===== config.mk =====
export PLATFORM = sky130hd
export DESIGN_NAME = reg_writeback_queue_flat
export DESIGN_NICKNAME = d
export VERILOG_FILES = /design/src/rtl/reg_writeback_queue_if.sv /design/src/rtl/reg_writeback_queue.sv /design/src/flat_wrapper.sv
export SDC_FILE = /design/constraint.sdc
export NUM_CORES = 1
export LEC_CHECK = 0
export BUFFER_PORTS_ARGS = -buffer_cell sky130_fd_sc_hd__buf_2
export CAP_MARGIN = 20
export CELL_PAD_IN_SITES_DETAIL_PLACEMENT = 1
export CELL_PAD_IN_SITES_GLOBAL_PLACEMENT = 1
export CORE_ASPECT_RATIO = 1.4
export CORE_MARGIN = 4
export CORE_UTILIZATION = 43
export DETAILED_ROUTE_END_ITERATION = 10
export PLACE_DENSITY_LB_ADDON = 0.2
export SLEW_MARGIN = 20
export SYNTH_ARGS = -nofsm -noshare
export SYNTH_HDL_FRONTEND = slang
export SYNTH_SLANG_ARGS = --single-unit
export TNS_END_PERCENT = 5

===== constraint.sdc =====
create_clock -name i_clk -period 2.95 [get_ports i_clk]
set_input_delay 0.4425 -clock i_clk [delete_from_list [all_inputs] [get_ports i_clk]]
set_output_delay 0.4425 -clock i_clk [all_outputs]
set_load 0.1 [all_outputs]

===== src/rtl/reg_writeback_queue_if.sv =====
// Result handshake between execute/memory producers and the writeback queue.
// The producer drives valid/dest/data; the queue answers with ready.
interface reg_writeback_queue_if;
    logic       res_valid;
    logic       res_ready;
    logic [1:0] res_dest;
    logic [7:0] res_data;

    modport master (output res_valid, output res_dest, output res_data, input res_ready);
    modport slave  (input res_valid, input res_dest, input res_data, output res_ready);
endinterface


===== src/rtl/reg_writeback_queue.sv =====
// reg_writeback_queue: buffers completed results and drains one per cycle onto
// the 4x8 register file write port, with a per-register pending scoreboard.
// Optional macro WB_FORWARD_EN adds a combinational forwarding lookup
// (i_query_reg -> o_fwd_hit / o_fwd_data) over the output register and FIFO.
module reg_writeback_queue #(
    parameter  int DEPTH = 4,
    localparam int AW    = $clog2(DEPTH)
) (
    input  logic                 i_clk,
    input  logic                 i_rst,
    reg_writeback_queue_if.slave res,
    input  logic                 i_wb_stall,
    input  logic                 i_flush,
`ifdef WB_FORWARD_EN
    input  logic [1:0]           i_query_reg,
    output logic                 o_fwd_hit,
    output logic [7:0]           o_fwd_data,
`endif
    output logic                 o_regwrite,
    output logic                 o_regdst,
    output logic [1:0]           o_reg_dest,
    output logic [7:0]           o_reg_write_data,
    output logic [3:0]           o_pending,
    output logic [AW:0]          o_count
);
    typedef enum logic [1:0] {IDLE, DRAIN, HOLD} state_t;

    logic [1:0]    r_mem_dest [DEPTH];
    logic [7:0]    r_mem_data [DEPTH];
    logic [AW-1:0] r_wptr, r_rptr;
    logic [AW:0]   r_count;
    logic          r_regwrite;
    logic [1:0]    r_reg_dest;
    logic [7:0]    r_reg_data;
    logic [3:0]    r_pending;
    state_t        r_state, w_state_nxt;

    logic          w_full, w_enq, w_deq;
    logic [AW:0]   w_count_nxt;
    logic [AW-1:0] w_rptr_nxt, w_wptr_nxt;
    logic [3:0]    w_pend_nxt;

    // Ready depends on occupancy only, so a dequeue never opens a full queue early.
    assign w_full        = (r_count == (AW+1)'(DEPTH));
    assign res.res_ready = !w_full;
    assign w_enq         = res.res_valid && !w_full && !i_flush;
    assign w_deq         = (r_count != '0) && !i_wb_stall && !i_flush;
    assign w_rptr_nxt    = i_flush ? '0 : r_rptr + AW'(w_deq);
    assign w_wptr_nxt    = i_flush ? '0 : r_wptr + AW'(w_enq);
    assign w_count_nxt   = i_flush ? '0 : r_count + (AW+1)'(w_enq) - (AW+1)'(w_deq);

    assign o_regwrite       = r_regwrite;
    assign o_regdst         = 1'b1;
    assign o_reg_dest       = r_reg_dest;
    assign o_reg_write_data = r_reg_data;
    assign o_pending        = r_pending;
    assign o_count          = r_count;

    // Pending mask of the state after this edge, so it is visible from the accept cycle on.
    always_comb begin
        logic [AW-1:0] idx;
        w_pend_nxt = '0;
        idx        = '0;
        if (!i_flush) begin
            if (w_deq) w_pend_nxt[r_mem_dest[r_rptr]] = 1'b1;
            for (int i = 0; i < DEPTH; i++) begin
                idx = w_rptr_nxt + AW'(i);
                if ((AW+1)'(i) < w_count_nxt) begin
                    if (w_enq && idx == r_wptr) w_pend_nxt[res.res_dest]   = 1'b1;
                    else                        w_pend_nxt[r_mem_dest[idx]] = 1'b1;
                end
            end
        end
    end

    // Next-state logic; the datapath does not depend on the state, it tracks drain activity.
    always_comb begin
        w_state_nxt = r_state;
        if (i_flush) begin
            w_state_nxt = IDLE;
        end else begin
            case (r_state)
                IDLE:    if (w_count_nxt != '0) w_state_nxt = DRAIN;
                DRAIN:   if (w_count_nxt == '0) w_state_nxt = IDLE;
                         else if (i_wb_stall)   w_state_nxt = HOLD;
                HOLD:    if (w_count_nxt == '0) w_state_nxt = IDLE;
                         else if (!i_wb_stall)  w_state_nxt = DRAIN;
                default: w_state_nxt = IDLE;
            endcase
        end
    end

    // Pointers, occupancy, output strobe register, pending mask and state.
    always_ff @(posedge i_clk or posedge i_rst) begin
        if (i_rst) begin
            r_wptr     <= '0;
            r_rptr     <= '0;
            r_count    <= '0;
            r_regwrite <= 1'b0;
            r_reg_dest <= '0;
            r_reg_data <= '0;
            r_pending  <= '0;
            r_state    <= IDLE;
        end else begin
            r_wptr     <= w_wptr_nxt;
            r_rptr     <= w_rptr_nxt;
            r_count    <= w_count_nxt;
            r_regwrite <= w_deq;
            if (w_deq) begin
                r_reg_dest <= r_mem_dest[r_rptr];
                r_reg_data <= r_mem_data[r_rptr];
            end
            r_pending  <= w_pend_nxt;
            r_state    <= w_state_nxt;
        end
    end

    // FIFO storage; contents outside the valid window are don't-care, so no reset.
    always_ff @(posedge i_clk) begin
        if (w_enq) begin
            r_mem_dest[r_wptr] <= res.res_dest;
            r_mem_data[r_wptr] <= res.res_data;
        end
    end

`ifdef WB_FORWARD_EN
    // Scan oldest to youngest (output register first) so the last match wins.
    always_comb begin
        logic [AW-1:0] idx;
        o_fwd_hit  = 1'b0;
        o_fwd_data = '0;
        idx        = '0;
        if (r_regwrite && r_reg_dest == i_query_reg) begin
            o_fwd_hit  = 1'b1;
            o_fwd_data = r_reg_data;
        end
        for (int i = 0; i < DEPTH; i++) begin
            idx = r_rptr + AW'(i);
            if ((AW+1)'(i) < r_count && r_mem_dest[idx] == i_query_reg) begin
                o_fwd_hit  = 1'b1;
                o_fwd_data = r_mem_data[idx];
            end
        end
    end
`endif
endmodule


===== src/flat_wrapper.sv =====
// flat-port wrapper written by rule: the top's interface ports become plain ports
module reg_writeback_queue_flat 
#(
    parameter  int DEPTH = 4,
    localparam int AW    = $clog2(DEPTH)
)
  (i_clk, i_rst, i_wb_stall, i_flush, o_regwrite, o_regdst, o_reg_dest, o_reg_write_data, o_pending, o_count, res_res_valid, res_res_dest, res_res_data, res_res_ready);
  reg_writeback_queue_if res_i ();
  input  logic i_clk;
  input  logic i_rst;
  input  logic i_wb_stall;
  input  logic i_flush;
  output logic o_regwrite;
  output logic o_regdst;
  output logic [1:0] o_reg_dest;
  output logic [7:0] o_reg_write_data;
  output logic [3:0] o_pending;
  output logic [AW:0] o_count;
  input wire logic [$bits(res_i.res_valid)-1:0] res_res_valid;
  input wire logic [$bits(res_i.res_dest)-1:0] res_res_dest;
  input wire logic [$bits(res_i.res_data)-1:0] res_res_data;
  output wire logic [$bits(res_i.res_ready)-1:0] res_res_ready;
  assign res_i.res_valid = res_res_valid;
  assign res_i.res_dest = res_res_dest;
  assign res_i.res_data = res_res_data;
  assign res_res_ready = res_i.res_ready;
  reg_writeback_queue #(.DEPTH(DEPTH)) u_core (.i_clk(i_clk), .i_rst(i_rst), .res(res_i), .i_wb_stall(i_wb_stall), .i_flush(i_flush), .o_regwrite(o_regwrite), .o_regdst(o_regdst), .o_reg_dest(o_reg_dest), .o_reg_write_data(o_reg_write_data), .o_pending(o_pending), .o_count(o_count));
endmodule

## Word-level counts from Yosys, hierarchy flattened

Memory sizes are Yosys's and may differ from the RTL's. A register that Yosys moved wholly into a read port is not among the register bits.
Cells that the tools add are included.

- Latch bits: 0
- Input bits: 15
- Bits in registers: 14
- RAM bits: 40
- Bits in read-only memories: 0
- Memories kept: 2

- Reductions and logical operators: 18
- Shift-type cells: 0
- Order comparisons: 16
- Multiplexer cells: 31
- Add/subtract/negate cells: 7
- Multipliers: 0
- Divide/modulo/power cells: 0
- Bitwise logic cells: 8
- Eq/ne operators: 5

Memories:

| name | depth | width | rd ports | clocked after memory_dff | wr ports | RTL line | text |
|---|---|---|---|---|---|---|---|
| u_core.r_mem_data | 4 | 8 | 1 | 1 | 1 | reg_writeback_queue.sv:29 | `logic [7:0] r_mem_data [DEPTH];` |
| u_core.r_mem_dest | 4 | 2 | 5 | 0 | 1 | reg_writeback_queue.sv:28 | `logic [1:0] r_mem_dest [DEPTH];` |

Operators with widths:

| kind | count |
|---|---|
| $mux 4 | 14 |
| $or 4x4->4 | 8 |
| $lt 2x3->1 const B | 6 |
| $logic_and 1x1->1 | 14 |
| $demux 1 s2 | 6 |
| $ge 2x1->1 const B | 6 |
| $eq 2x2->1 | 4 |
| $mux 1 | 8 |
| $lt 1x3->1 const A | 2 |
| $lt 2x3->1 const A | 2 |
| $add 2x1->2 | 2 |
| $add 2x2->2 const B | 2 |
| $mux 2 | 2 |
| $add 3x1->3 | 1 |
| $eq 3x3->1 const B | 1 |
| $logic_not 1->1 | 3 |
| $mux 3 | 1 |
| $reduce_bool 3->1 | 1 |
| $sub 3x1->3 | 1 |
| $add 2x1->2 const B | 1 |

## Depth between registers and ports, before layout

Gate-level depths: netlist (run 1).
An unclocked memory read counts as a cell.

- Word-level depth: 26
- Gate-level depth with buffers: 16
- Gate-level depth less buffers: 14

## Worst setup path before layout (run 1)

No wires, ideal clock.

- Path kind: register to register
- Start: reg u_core.r_count[0] (netlist: u_core.o_count[0])
- End: reg u_core.r_pending[3] (netlist: u_core.o_pending[3])
- Data arrival time: 3.525 ns
- Slack: -0.646 ns
- Data required time: 2.880 ns
- Cell stages (with the launch flop): 17
- Period minus slack after synthesis: 3.596 ns
- Buffers on the path: 2
- Setup time: 0.070 ns
- Cells stage by stage: dfrtp_1 nor3_1 or3_1 clkbuf_1 buf_2 inv_2 ha_1 inv_1 ha_1 fa_1 xnor2_1 xnor2_1 nor3_1 a211o_1 nor3b_1 a21oi_1 nand4_1

- Longest elaborated chain between the ends: 26
- Elaborated cells between the ends (all ways): 70
- Those cells by class: 6 x add/sub; 12 x order compare; 5 x eq/ne; 24 x mux; 8 x bitwise; 14 x reduce/logical; 1 x memory

RTL lines:

| item | RTL line | text |
|---|---|---|
| start: declaration | reg_writeback_queue.sv:31 | `logic [AW:0] r_count;` |
| start signal: assignment | reg_writeback_queue.sv:107 | `r_count <= w_count_nxt;` |
| $reduce_bool 3->1 (*) | reg_writeback_queue.sv:47 | `assign w_deq = (r_count != '0) && !i_wb_stall && !i_flush;` |
| $logic_and 1x1->1 (*) (2 in a row) | reg_writeback_queue.sv:47 |  |
| named net u_core.w_deq | reg_writeback_queue.sv:38 | `logic w_full, w_enq, w_deq;` |
| $add 2x1->2 | reg_writeback_queue.sv:48 | `assign w_rptr_nxt = i_flush ? '0 : r_rptr + AW'(w_deq);` |
| $mux 2 | reg_writeback_queue.sv:48 |  |
| $mem_v2 4x2 | -- |  |
| $lt 2x3->1 (implied by the code) / $ge 2x1->1 (equally long branches) | reg_writeback_queue.sv:70 | `else w_pend_nxt[r_mem_dest[idx]] = 1'b1;` |
| $logic_and 1x1->1 (implied by the code) | reg_writeback_queue.sv:70 |  |
| [... 11 more ...] | -- |  |
| $mux 4 | reg_writeback_queue.sv:69 | `if (w_enq && idx == r_wptr) w_pend_nxt[res.res_dest] = 1'b1;` |
| $mux 4 | reg_writeback_queue.sv:68 | `if ((AW+1)'(i) < w_count_nxt) begin` |
| $mux 4 | reg_writeback_queue.sv:64 | `if (!i_flush) begin` |
| $or 4x4->4 (no source line) | -- |  |
| $mux 4 | reg_writeback_queue.sv:69 |  |
| $mux 4 (*) | reg_writeback_queue.sv:68 |  |
| $mux 4 (*) | reg_writeback_queue.sv:64 |  |
| named net u_core.w_pend_nxt[3] | reg_writeback_queue.sv:41 | `logic [3:0] w_pend_nxt;` |
| end signal: assignment | reg_writeback_queue.sv:113 | `r_pending <= w_pend_nxt;` |
| end: declaration | reg_writeback_queue.sv:35 | `logic [3:0] r_pending;` |

The timed path passes the listed nets; every way through them passes the cells marked *. The select of a mux whose other input is x is not followed.
A chain may end at the register's enable or synchronous reset.

## Final worst setup path (run 1)

- Start: reg u_core.r_count[0] (netlist: u_core.o_count[0])
- End: reg u_core.r_pending[1] (netlist: u_core.o_pending[1])

Same word-level chain as after synthesis.

==> results of run 1 <==
==> final timing paths <==
kind | cells past startpoint | slack [ns] | from | end
min in group i_clk | 1 | 0.31 | res_res_data[2] | u_core.r_mem_data[1][2]
worst max-delay path | 14 | 0.009 | u_core.o_count[0] | u_core.o_pending[1]
max in group asynchronous | 2 | 2.05 | i_rst | u_core.o_count[0]
worst min-delay path | 2 | 0.27 | i_rst | u_core.o_reg_write_data[2]
worst min register to register | 2 | 0.48 | u_core.o_reg_write_data[5] | u_core.o_reg_write_data[5]
worst max register to register | 14 | 0.009 | u_core.o_count[0] | u_core.o_pending[1]
==> per-stage QoR <==
| step | power (mW) | setup slack (ns) | setup TNS [ns] | std cells | utilization |
|---|---|---|---|---|---|
| final | 3.74 | 0.00939 | 0 | 420 | 0.531 |
| after global routing | 3.94 | -0.136 | -0.443 | 420 | 0.531 |
| after CTS | 3.68 | 0.00756 | 0 | 416 | 0.518 |
| after detailed placement | 2.88 | -0.0580 | -0.0945 | 400 | 0.490 |
| after global placement | 2.85 | 0.0250 | 0 | 400 | 0.490 |
| after floorplan | 2.53 | -0.192 | -0.745 | 269 | - |
==> power by group through the flow <==
stage	Clock (mW)	Combinational (mW)	Sequential [mW]
2_1_floorplan	0	0.616	1.92
3_3_place_gp	0	1.69	1.16
3_5_place_dp	0	1.72	1.16
4_1_cts	0.799	1.73	1.15
5_1_grt	0.844	1.93	1.16
6_report	0.777	1.82	1.14
==> cell usage in the layout, fill, tap and decap left out, types with 10 or more instances in the layout <==
cell / count
buf_4: 20
buf_2: 33
nor3_1: 10
edfxtp_1: 40
nor3b_1: 13
a21oi_1: 12
dfrtp_1: 19
nand2_1: 15
nor2_1: 19
mux4_2: 10
==> final cells by class <==
cell class,instances,share of cell area
Multi-Input combinational cell,178,0.370
Clock inverter,7,0.0205
Sequential cell,62,0.451
Clock buffer,9,0.0317
Tap cell,97,0.0311
Timing Repair Buffer,53,0.0807
Inverter,14,0.0147
==> registers in the layout, indices dropped and copies added (netlist names) <==
| signal | count |
|---|---|
| u_core.r_mem_data | 32 |
| u_core.o_reg_write_data | 8 |
| u_core.r_mem_dest | 8 |
| u_core.o_pending | 4 |
| u_core.o_count | 3 |
| u_core.o_reg_dest | 2 |
| u_core.r_rptr | 2 |
| u_core.r_wptr | 2 |
| u_core.o_regwrite | 1 |
==> kinds of logic after synthesis <==
logic type | after synthesis | synth area share
xor+xnor | 4 | 0.0108
buf+inv | 29 | 0.0400
compound gates | 42 | 0.0834
mux | 29 | 0.133
fa+ha+maj | 5 | 0.0215
other cells | 1 | 0.00115
flops | 62 | 0.538
simple gates | 97 | 0.172
==> worst max-delay path: stages (launching register included) <==
cell	delay, ns
dfrtp_4	0.50
nor3_2	0.21
or3_4	0.17
inv_4	0.05
ha_4	0.25
inv_2	0.04
ha_4	0.15
fa_2	0.37
xnor2_2	0.16
xnor2_2	0.15
nor3_2	0.19
nand3b_1	0.22
o22ai_1	0.11
a31oi_1	0.16
nand3_1	0.08
==> per-layer routing <==
| layer | vias to the layer above | part of all wire | track usage |
|---|---|---|---|
| met5 | - | 0 | 0 |
| met4 | 0 | 0.027 | 0.0778 |
| met3 | 19 | 0.030 | 0.0382 |
| met2 | 46 | 0.55 | 0.332 |
| met1 | 1157 | 0.40 | 0.221 |
| li1 | 1097 | - | - |
==> timing repair <==
action | in CTS | in global routing
buffers inserted | 0 | 4
resized for setup | 1 | 11
setup endpoints to repair | 1 | 4
pin swaps | 0 | 13
hold endpoints to repair | 0 | 0
==> results.yml, run 1 <==
route:
  antenna_left: 0
  wl_per_cell_um: 19.0
  dr.first_iter.drc_count: 98
  drtPass1Iterations: 4
  drc: 0
  viasPerCell: 5.52
  dr_total_vias: 2319
  wirelength_um: 7960
pwr:
  p_leak_nw: 1.55
  power.density_nw_per_um2: 957
  peakVddDrop_mv: 0.787
  internal_power_mw: 1.98
  pwr-share-seq: 0.306
  pwr-share-comb: 0.486
  clockPowerShare: 0.208
  p_sw_frac: 0.472
  p_switching_mw: 1.76
worst_setup_path:
  crit_arrival_ns: 3.17
  cp_max_fo: 4
  cp-end-kind: "register"
  cp.required_ns: 3.18
  critPathLaunchType: "register"
  criticalPathCategory: "register to register"
synthesis:
  synth_most_common_cell: "edfxtp_1"
  async_flop_share: 0.355
  synth_nets: 289
  synth_edf_count: 40
  yosysTopAreaCellShare: 0.369
  yosysWarnings: 0
  synth_area_um2: 3250
  avgSynthCellArea_um2: 12.1
  synth_common_cells: "edfxtp_1, dfrtp_1, nor2_1, nand2_1, nor3b_1"
  synth_seq_cells: 62
  synth-seq-area-share: 0.538
  synth_area_leaders: "edfxtp_1, dfrtp_1, mux4_2"
  synthCells: 269
  synth_flop_cell: "edfxtp_1"
  yosys.cell_types.count: 52
  yosys.area.top_type: "edfxtp_1"
die:
  die-area_um2: 9040
  core_um2: 7360
  row_count: 37
  start_util: 0.442
  pin_count: 35
  dieWidth_um: 81.5
  die_h_um: 111
grt:
  grt_first_pass_wirelength_um: 12800
  grt_max_degree: 23
  grt-ovfl-total: 0
  grt_pass1_vias: 2420
  grt_antenna_before_repair: 0
  grtUsageTotal: 0.191
place:
  hpwlAfterDp_um: 5650
  place_area_um2: 3600
  portBuffers: 33
  routabilityCongestion: 0.869
cts:
  cts_max_level: 3
  clock_latency_ns: 0.34
  cts_sinks: 62
  root_buffer: "clkbuf_8"
  cts_buffers: 9
  cts_tree: "done"
  clkSlewWorstSetupHoldPaths_ns: 0.08
  clockBufferDepth: 2
  postCtsHoldBufs: 0
final_layout:
  drive_gt1_frac: 0.337
  n_antenna_cell: 0
  register_area_um2: 1760
  design_area_um2: 3910
  nets: 338
  n_fill_cell: 794
  syn_to_final_growth_pct: 20.0
  multi_input_area_um2: 1450
timing:
  grt_setup_unrepaired: "yes"
  slew_headroom: 0.343
  skew_ns: 0.00556
  setup_viol_count_final: 0
  slew_viol_final: 0
  finalCritPeriodShare: 0.997
  worst_pin_slew_ns: 0.983
  min_period_ns: 2.94
  fmax_mhz: 340
  final_hold_viol_count: 0
  whs_ns: 0.274
hold_path:
  hp-class: "input port to asynchronous set/reset pin"
outcome:
  status: "finished clean"
run:
  timing.max_cap.violations: 0
No activity file was read; power rests on OpenSTA's default activity.
==> run 2, diff against run 1 <==
--- a/config.mk
+++ b/config.mk
@@ -5,14 +5,14 @@
 export SDC_FILE = /design/constraint.sdc
 export NUM_CORES = 1
 export LEC_CHECK = 0
-export BUFFER_PORTS_ARGS = -buffer_cell sky130_fd_sc_hd__buf_2
 export CAP_MARGIN = 20
 export CELL_PAD_IN_SITES_DETAIL_PLACEMENT = 1
 export CELL_PAD_IN_SITES_GLOBAL_PLACEMENT = 1
 export CORE_ASPECT_RATIO = 1.4
 export CORE_MARGIN = 4
-export CORE_UTILIZATION = 43
+export CORE_UTILIZATION = 46
 export DETAILED_ROUTE_END_ITERATION = 10
+export DONT_BUFFER_PORTS = 1
 export PLACE_DENSITY_LB_ADDON = 0.2
 export SLEW_MARGIN = 20
 export SYNTH_ARGS = -nofsm -noshare
==> run 2 against run 1 <==
Compared with the run above: maximum frequency is 0.15% lower; sequential power is 61% higher; design area is 4.3% lower; sequential share of layout area is 2.0 points higher; first-iteration DRC count is 19% lower; routed wire length is 1.3% lower; critical endpoint unchanged.
==> results.yml, run 2 (synthesized netlist as in run 1, its figures left out) <==
route:
  dr.first_iter.drc_count: 79
  drtPass1Iterations: 4
  drc: 0
  antenna_left: 0
  dr_total_vias: 2171
  wirelength_um: 7860
  wl_per_cell_um: 20.5
  viasPerCell: 5.67
grt:
  grt_antenna_before_repair: 0
  grtUsageTotal: 0.205
  grt_first_pass_wirelength_um: 12900
  grt_pass1_vias: 2439
  grt_max_degree: 24
  grt-ovfl-total: 0
worst_setup_path:
  r2r_start: "u_core.o_count[0]"
  worstRegToRegCells: 14
  criticalPathCategory: "register to register"
  rr_endpoint: "u_core.o_pending[1]"
  crit_end: "u_core.o_pending[1]"
  cp_max_fo: 4
  cp.required_ns: 3.16
  reg2reg_slack_ns: 0.005
  critPathLaunchType: "register"
  cp-end-kind: "register"
  crit_arrival_ns: 3.15
  worstSetupStartpoint: "u_core.o_count[0]"
pwr:
  pwr-share-seq: 0.500
  power.density_nw_per_um2: 980
  p_sw_frac: 0.464
  peakVddDrop_mv: 0.603
  pwr-share-comb: 0.277
  clockPowerShare: 0.223
  p_switching_mw: 1.70
  internal_power_mw: 1.96
  p_leak_nw: 1.40
timing:
  setup_tns_ns: 0
  slew_headroom: 0.347
  finalCritPeriodShare: 0.998
  grt_setup_unrepaired: "yes"
  setup_viol_count_final: 0
  fmax_mhz: 340
  skew_ns: 0.00910
  final_hold_viol_count: 0
  slew_viol_final: 0
  min_period_ns: 2.95
  worst_pin_slew_ns: 0.976
cts:
  clkSlewWorstSetupHoldPaths_ns: 0.07
  cts_max_level: 3
  clock_latency_ns: 0.34
  cts_tree: "done"
  clockBufferDepth: 2
  cts_sinks: 62
  root_buffer: "clkbuf_8"
  cts_buffers: 9
die:
  die_h_um: 108
  die-area_um2: 8500
  core_um2: 6940
  row_count: 36
  pin_count: 35
  start_util: 0.469
  dieWidth_um: 79.1
final_layout:
  syn_to_final_growth_pct: 14.8
  register_area_um2: 1760
  final_util: 0.539
  n_fill_cell: 736
  n_antenna_cell: 0
  top_register: "u_core.r_mem_data"
  multi_input_area_um2: 1440
  mostFrequentLayoutCells: "edfxtp_1, nor2_1, dfrtp_1, buf_4, nand2_1"
  drive_gt1_frac: 0.257
  final_common_cell: "edfxtp_1"
  nets: 303
  largest_reg_flops: 32
place:
  routabilityCongestion: 0.945
  portBuffers: 0
  hpwlAfterDp_um: 5670
outcome:
  status: "finished clean"
hold_path:
  hp-class: "input port to register"
run:
  timing.max_cap.violations: 0
==> run 2: stage by stage <==
step	std cells	hold slack (ns)	setup WS [ns]	power, mW	area [um2]
final	383	0.153	0.00493	3.66	3740
after global placement	365	0.508	0.0619	2.74	3440
after detailed placement	365	0.510	-0.0322	2.77	3440
after global routing	383	0.137	-0.115	3.84	3740
after floorplan	269	0.432	-0.192	2.53	3280
after CTS	383	0.137	0.00536	3.67	3720
==> run 2: metal layers <==
layer,track usage,share of wire
met3,0.0595,0.047
met4,0.0835,0.023
met5,0,0
met2,0.366,0.55
met1,0.225,0.38
==> run 2: power groups by stage <==
stage	Sequential, mW	Combinational (mW)	Clock, mW
5_1_grt	1.85	1.11	0.881
2_1_floorplan	1.92	0.616	0
6_report	1.83	1.02	0.817
3_5_place_dp	1.85	0.920	0
4_1_cts	1.83	0.999	0.832
3_3_place_gp	1.85	0.894	0
==> run 2: layout make-up <==
type	count	area share
Tap cell	95	0.0318
Clock inverter	7	0.0261
Sequential cell	62	0.472
Multi-Input combinational cell	178	0.386
Clock buffer	9	0.0331
Inverter	14	0.0154
Timing Repair Buffer	18	0.0362
==> run 2: worst min path at each step <==
stage,from,endpoint,slack [ns],cells after the start
detailed placement,i_flush,u_core.o_count[0],0.51,1
finish,i_flush,u_core.o_count[0],0.15,1
CTS,i_flush,u_core.o_count[0],0.14,1
global placement,i_flush,u_core.o_count[0],0.51,1
floorplan,i_rst,u_core.o_count[0],0.43,1
global route,i_flush,u_core.o_count[0],0.14,1
==> run 2: worst max-delay path, cell delays in order (launching register included) <==
cell,delay [ns]
dfrtp_4,0.49
nor3_2,0.18
or3_4,0.16
inv_4,0.04
ha_4,0.25
inv_2,0.04
ha_4,0.15
fa_2,0.37
xnor2_2,0.15
xnor2_1,0.16
nor3_2,0.20
nand3b_1,0.23
o22ai_1,0.12
a31oi_1,0.17
nand3_1,0.11
==> run 2: repair_timing <==
action                     in CTS  in global routing
pin swaps                       9                  0
setup endpoints to repair       3                  4
setup buffers                   2                  0
hold buffers                    0                  0
resized for setup               9                  3
